$ cat src/rtl/vending_pkg.sv
// Shared coin constants, credit encodings and change-FSM state type for the
// vending return path.
package vending_pkg;

  localparam logic [5:0] NICKEL  = 6'd5;
  localparam logic [5:0] DIME    = 6'd10;
  localparam logic [5:0] QUARTER = 6'd25;

  localparam logic [5:0] CREDIT_ZERO       = 6'd0;
  localparam logic [5:0] CREDIT_FIVE       = 6'd5;
  localparam logic [5:0] CREDIT_TEN        = 6'd10;
  localparam logic [5:0] CREDIT_FIFTEEN    = 6'd15;
  localparam logic [5:0] CREDIT_TWENTY     = 6'd20;
  localparam logic [5:0] CREDIT_TWENTYFIVE = 6'd25;
  localparam logic [5:0] CREDIT_THIRTY     = 6'd30;
  localparam logic [5:0] CREDIT_THIRTYFIVE = 6'd35;

  typedef enum logic [2:0] {
    S_IDLE,
    S_SELECT,
    S_DISPENSE,
    S_DONE,
    S_FAULT
  } chg_state_t;

  function automatic logic is_legal_credit(input logic [5:0] c);
    case (c)
      CREDIT_ZERO, CREDIT_FIVE, CREDIT_TEN, CREDIT_FIFTEEN,
      CREDIT_TWENTY, CREDIT_TWENTYFIVE, CREDIT_THIRTY,
      CREDIT_THIRTYFIVE: return 1'b1;
      default:           return 1'b0;
    endcase
  endfunction

endpackage

$ cat src/rtl/coin_inventory.sv
// Three per-denomination coin counters with bulk reload and single decrement;
// a reload in the same cycle as a payout still charges the dispensed coin.
module coin_inventory #(
  parameter int MAX_COINS  = 15,
  parameter int INIT_COINS = 4,
  parameter int CNT_W      = 4
) (
  input  logic             clk,
  input  logic             reset,
  input  logic             refill,
  input  logic             dec_q,
  input  logic             dec_d,
  input  logic             dec_n,
  output logic [CNT_W-1:0] q_cnt,
  output logic [CNT_W-1:0] d_cnt,
  output logic [CNT_W-1:0] n_cnt
);

  localparam logic [CNT_W-1:0] MAX_V  = CNT_W'(MAX_COINS);
  localparam logic [CNT_W-1:0] INIT_V = CNT_W'(INIT_COINS);

  function automatic logic [CNT_W-1:0] next_cnt(input logic [CNT_W-1:0] cur,
                                                 input logic             reload,
                                                 input logic             dec);
    logic [CNT_W-1:0] base;
    base = reload ? MAX_V : cur;
    return dec ? base - 1'b1 : base;
  endfunction

  always_ff @(posedge clk) begin
    if (reset) begin
      q_cnt <= INIT_V;
      d_cnt <= INIT_V;
      n_cnt <= INIT_V;
    end else begin
      q_cnt <= next_cnt(q_cnt, refill, dec_q);
      d_cnt <= next_cnt(d_cnt, refill, dec_d);
      n_cnt <= next_cnt(n_cnt, refill, dec_n);
    end
  end

endmodule

$ cat src/rtl/change_dispenser.sv
// Greedy change-return FSM: pays a residual credit as quarters, dimes and
// nickels, one coin per req/ack handshake, faulting when inventory runs short.
module change_dispenser
  import vending_pkg::*;
#(
  parameter int MAX_COINS  = 15,
  parameter int INIT_COINS = 4,
  parameter int CNT_W      = 4
) (
  input  logic             clk,
  input  logic             reset,
  input  logic             start,
  input  logic [5:0]       credit,
  input  logic             coin_ack,
  input  logic             refill,
  output logic             req_q,
  output logic             req_d,
  output logic             req_n,
  output logic             busy,
  output logic             done,
  output logic             fault,
  output logic [5:0]       remaining,
  output logic [CNT_W-1:0] q_cnt,
  output logic [CNT_W-1:0] d_cnt,
  output logic [CNT_W-1:0] n_cnt
);

  chg_state_t state;
  logic [5:0] coin_value;
  logic       ack_ok;

  assign busy   = (state != S_IDLE);
  assign ack_ok = (state == S_DISPENSE) && coin_ack;

  // NOTE: every signal assigned in always_comb gets a default first so no latch is inferred.
  always_comb begin
    coin_value = NICKEL;
    if (req_q)      coin_value = QUARTER;
    else if (req_d) coin_value = DIME;
  end

  coin_inventory #(
    .MAX_COINS (MAX_COINS),
    .INIT_COINS(INIT_COINS),
    .CNT_W     (CNT_W)
  ) u_inventory (
    .clk   (clk),
    .reset (reset),
    .refill(refill),
    .dec_q (ack_ok && req_q),
    .dec_d (ack_ok && req_d),
    .dec_n (ack_ok && req_n),
    .q_cnt (q_cnt),
    .d_cnt (d_cnt),
    .n_cnt (n_cnt)
  );

  // NOTE: sequential state uses non-blocking assignments only, so every branch sees pre-edge values.
  always_ff @(posedge clk) begin
    if (reset) begin
      state     <= S_IDLE;
      req_q     <= 1'b0;
      req_d     <= 1'b0;
      req_n     <= 1'b0;
      done      <= 1'b0;
      fault     <= 1'b0;
      remaining <= 6'd0;
    end else begin
      done <= 1'b0;
      case (state)
        S_IDLE: begin
          if (start) begin
            remaining <= is_legal_credit(credit) ? credit : CREDIT_THIRTYFIVE;
            state     <= S_SELECT;
          end
        end
        S_SELECT: begin
          // Largest coin first, skipping any denomination that is out of stock.
          if (remaining == 6'd0) begin
            done  <= 1'b1;
            state <= S_DONE;
          end else if (remaining >= QUARTER && q_cnt != '0) begin
            req_q <= 1'b1;
            state <= S_DISPENSE;
          end else if (remaining >= DIME && d_cnt != '0) begin
            req_d <= 1'b1;
            state <= S_DISPENSE;
          end else if (remaining >= NICKEL && n_cnt != '0) begin
            req_n <= 1'b1;
            state <= S_DISPENSE;
          end else begin
            fault <= 1'b1;
            state <= S_FAULT;
          end
        end
        S_DISPENSE: begin
          if (coin_ack) begin
            remaining <= remaining - coin_value;
            req_q     <= 1'b0;
            req_d     <= 1'b0;
            req_n     <= 1'b0;
            state     <= S_SELECT;
          end
        end
        S_DONE: state <= S_IDLE;
        S_FAULT: begin
          if (refill) begin
            fault <= 1'b0;
            state <= S_SELECT;
          end
        end
        default: state <= S_IDLE;
      endcase
    end
  end

endmodule

$ cat config.mk
export PLATFORM = sky130hd
export DESIGN_NAME = change_dispenser
export DESIGN_NICKNAME = d
export VERILOG_FILES = /design/src/rtl/vending_pkg.sv /design/src/rtl/coin_inventory.sv /design/src/rtl/change_dispenser.sv
export SDC_FILE = /design/constraint.sdc
export NUM_CORES = 1
export LEC_CHECK = 0
export BUFFER_PORTS_ARGS = -buffer_cell sky130_fd_sc_hd__buf_4
export CAP_MARGIN = 20
export CORE_AREA = 2 2 77 79
export DETAILED_ROUTE_END_ITERATION = 10
export DIE_AREA = 0 0 79 81
export PLACE_DENSITY = 0.54
export SLEW_MARGIN = 10
export SYNTH_ARGS = -nofsm -noshare
export SYNTH_HDL_FRONTEND = slang
export SYNTH_HIERARCHICAL = 1
export SYNTH_SLANG_ARGS = --single-unit
export TNS_END_PERCENT = 5
$ cat constraint.sdc
create_clock -name clk -period 2.35 [get_ports clk]
set_input_delay 0.3525 -clock clk [delete_from_list [all_inputs] [get_ports clk]]
set_output_delay 0.3525 -clock clk [all_outputs]
set_load 0.01 [all_outputs]
==> out/qor.csv <==
stage,metric,value,unit
run_status,status,"finished, final reports clean",
die,# IOs,35,
yosys,Post-Syn Area,1640,sq um
yosys,post-synthesis sequential element count,26,
pwr,Sw Pwr,0.632,mW
timing,Clock Skews,0.00214,ns
yosys,dominant cell type by area after synthesis,dfxtp_1,
timing,final period utilization,0.827,
pwr,VDD IR max,0.000287,V
timing,RSZ-0062 raised after global routing,false,
route,1st-pass router iterations,4,
layout,fin area,2030,sq um
critical_path,Startpoint Class,flop,
clock_network,hold buffers post-CTS,0,
timing,setup TNS,0,ns
pwr,internal power,0.973,mW
clock_network,H-tree depth,1,
global_route,initial antenna violation count,0,
global_route,GRT Overall Usage,0.131,
pwr,overall power,1.61,mW
layout,synthesis-to-layout area growth,23.7,%
clock_network,CTS Buffer Depth,2,
clock_network,clk sink count,26,
yosys,Synth Flop Type,dfxtp_1,
global_route,first-pass GRT wire length,6710,um
global_route,number of global-route vias before repair,1358,
clock_network,Root Buffer,clkbuf_8,
placement,placed cells,301,
critical_path,register-to-register setup slack,0.41,ns
yosys,Synth cell types,47,
yosys,post-synth top area share,0.317,
clock_network,CTS tree,built,
yosys,Cells after Synth,196,
placement,hpwl dp,3160,um
die,initial core utilization,0.289,
route,drt drc,0,
layout,fin nets,251,
global_route,global route total overflow,0,
min_path,Hold Crit Class,input pin to flop,
pwr,Gate power share,0.438,
pwr,switch share,0.394,
layout,layout cells sized above 1,0.222,
clock_network,postcts setup bufs,0,
yosys,Syn Area/Cell,8.38,sq um
critical_path,critical path required time,2.55,ns
timing,fin crit period,1.94,ns
placement,dpl cell area,1980,sq um
pwr,PD cells,791,nW/um^2
route,routed wire length,4090,um
critical_path,CP endpoint kind,flop,
die,full die area,6400,sq um
timing,actual slew at the worst max-slew pin,0.416,ns
clock_network,cts repair resizes,0,
timing,final hold vios,0,
die,Die Y-Extent,81,um
yosys,"FFs w/ async S/R, synth",0,
placement,global placement routability congestion,0.774,
timing,max-slew violations,0,
clock_network,clk slew on worst S/H paths,0.09,ns
layout,Antenna Cells,0,
route,ANT nets after route,0,
critical_path,CP max FO,5,
clock_network,Worst-Skew Late Latency,0.27,ns
route,WL/cell,13.4,um
die,Die X-Extent,79,um
yosys,"Seq/Total Area, Yosys",0.317,
pwr,Clock power frac,0.181,
die,Core Rows,28,
placement,I/O Buffers,34,
timing,Slew headroom,0.720,
timing,Fmax,515,MHz
clock_network,Inserted Clock Buffers,3,
critical_path,crit path kind,flop to flop,
yosys,Post-synth EDFFs,0,
yosys,Ys Warns,6,
critical_path,Worst EP arrival,2.14,ns
timing,final setup violation count,0,
layout,most frequent cells in the layout,"35 x buf_4, 26 x dfxtp_1, 25 x nor2_1, 14 x nand2_1, 13 x inv_1",
layout,"commonest non-fill, non-tap cell in the layout",buf_4,
yosys,main area contributors after synthesis,"dfxtp_1 32%, ha_1 6.1%, nor2_1 5.7%, nor4b_4 4.3%, a21oi_1 3.7%",
global_route,largest net degree at the start of global routing,27,
layout,fin cells,305,
flow_run,max cap viols,0,
route,via count,1502,
die,core area,5680,sq um
layout,filler cell count,629,
pwr,Leak,0.817,nW
route,routed vias/inst,4.92,
route,1st-iter DRT viols,55,
pwr,Seq pwr share,0.381,
yosys,Post-Syn Nets,216,
==> flip-flops by register name, summed over array words and instances (netlist names) <==
name and cells:
remaining 6, req_d 1, req_n 1, u_inventory/n_cnt 4
u_inventory/d_cnt 4, u_inventory/q_cnt 4, req_q 1, state 3
fault 1, done 1
==> routing by layer <==
metal | part of all wire | vias to the layer above | track usage
met1 | 0.48 | 692 | 0.179
met5 | 0 | - | 0
met4 | 0.0049 | 0 | 0.0310
li1 | - | 774 | -
met2 | 0.47 | 34 | 0.217
met3 | 0.047 | 2 | 0.0200
==> synth_stat cells (2+ instances only) <==
cell	count
xnor2_1	6
nand2b_1	5
nor3_1	12
a311oi_1	2
inv_1	13
nand3_1	4
nor2_1	25
xor2_1	6
dfxtp_1	26
ha_1	8
clkbuf_1	2
o311ai_1	2
nor3b_1	2
a211oi_1	6
nor4b_4	3
a22oi_1	2
o21ai_0	9
a31oi_1	4
nor4_1	3
buf_2	3
nand2_1	14
and3_1	3
a21oi_1	12
==> logic make-up after synthesis <==
kind of cell	count (synthesis)	synth area share
adder cells (fa/ha/maj)	9	0.0732
XOR/XNOR	12	0.0640
AO/OA/AOI/OAI	47	0.193
flip-flops	26	0.317
multiplexers	1	0.00610
buffers and inverters	18	0.0434
AND/OR/NAND/NOR	83	0.303
==> stage by stage <==
stage	setup slack, ns	hold WS (ns)	utilization
floorplan	0.540	0.425	-
global placement	0.469	0.525	0.348
detailed placement	0.428	0.522	0.348
CTS	0.411	0.401	0.358
global route	0.294	0.440	0.358
finish	0.406	0.403	0.358
==> power groups by stage <==
stage / combinational, mW / sequential, mW / clock (mW)
6_report: 0.703 / 0.612 / 0.291
5_1_grt: 0.793 / 0.626 / 0.318
4_1_cts: 0.708 / 0.613 / 0.309
3_5_place_dp: 0.703 / 0.623 / 0
3_3_place_gp: 0.707 / 0.623 / 0
2_1_floorplan: 0.474 / 0.604 / 0
==> final timing paths <==
path	start	endpoint	cells past startpoint
hold / removal	credit[0]	remaining[0]	3
hold reg to reg	fault	fault	2
setup reg to reg	req_d	remaining[5]	7
setup / recovery	req_d	remaining[5]	7
==> layout make-up <==
| type | instances | area, sq um | area share |
|---|---|---|---|
| multi-input combinational | 152 | 1050 | 0.517 |
| sequential | 26 | 520 | 0.256 |
| timing repair buffer | 35 | 263 | 0.129 |
| tap | 75 | 93.8 | 0.0462 |
| clock buffer | 4 | 55.1 | 0.0271 |
| inverter | 13 | 48.8 | 0.0240 |
==> worst max-delay path, cell delays in order (launching register included) <==
cell and delay, ns:
dfxtp_1 0.37, or2_2 0.32, ha_1 0.35, o21a_1 0.13, o31a_1 0.14, o21ai_0 0.10, or3_1 0.32, a41oi_1 0.15
Power figures use the tool's default switching activity.
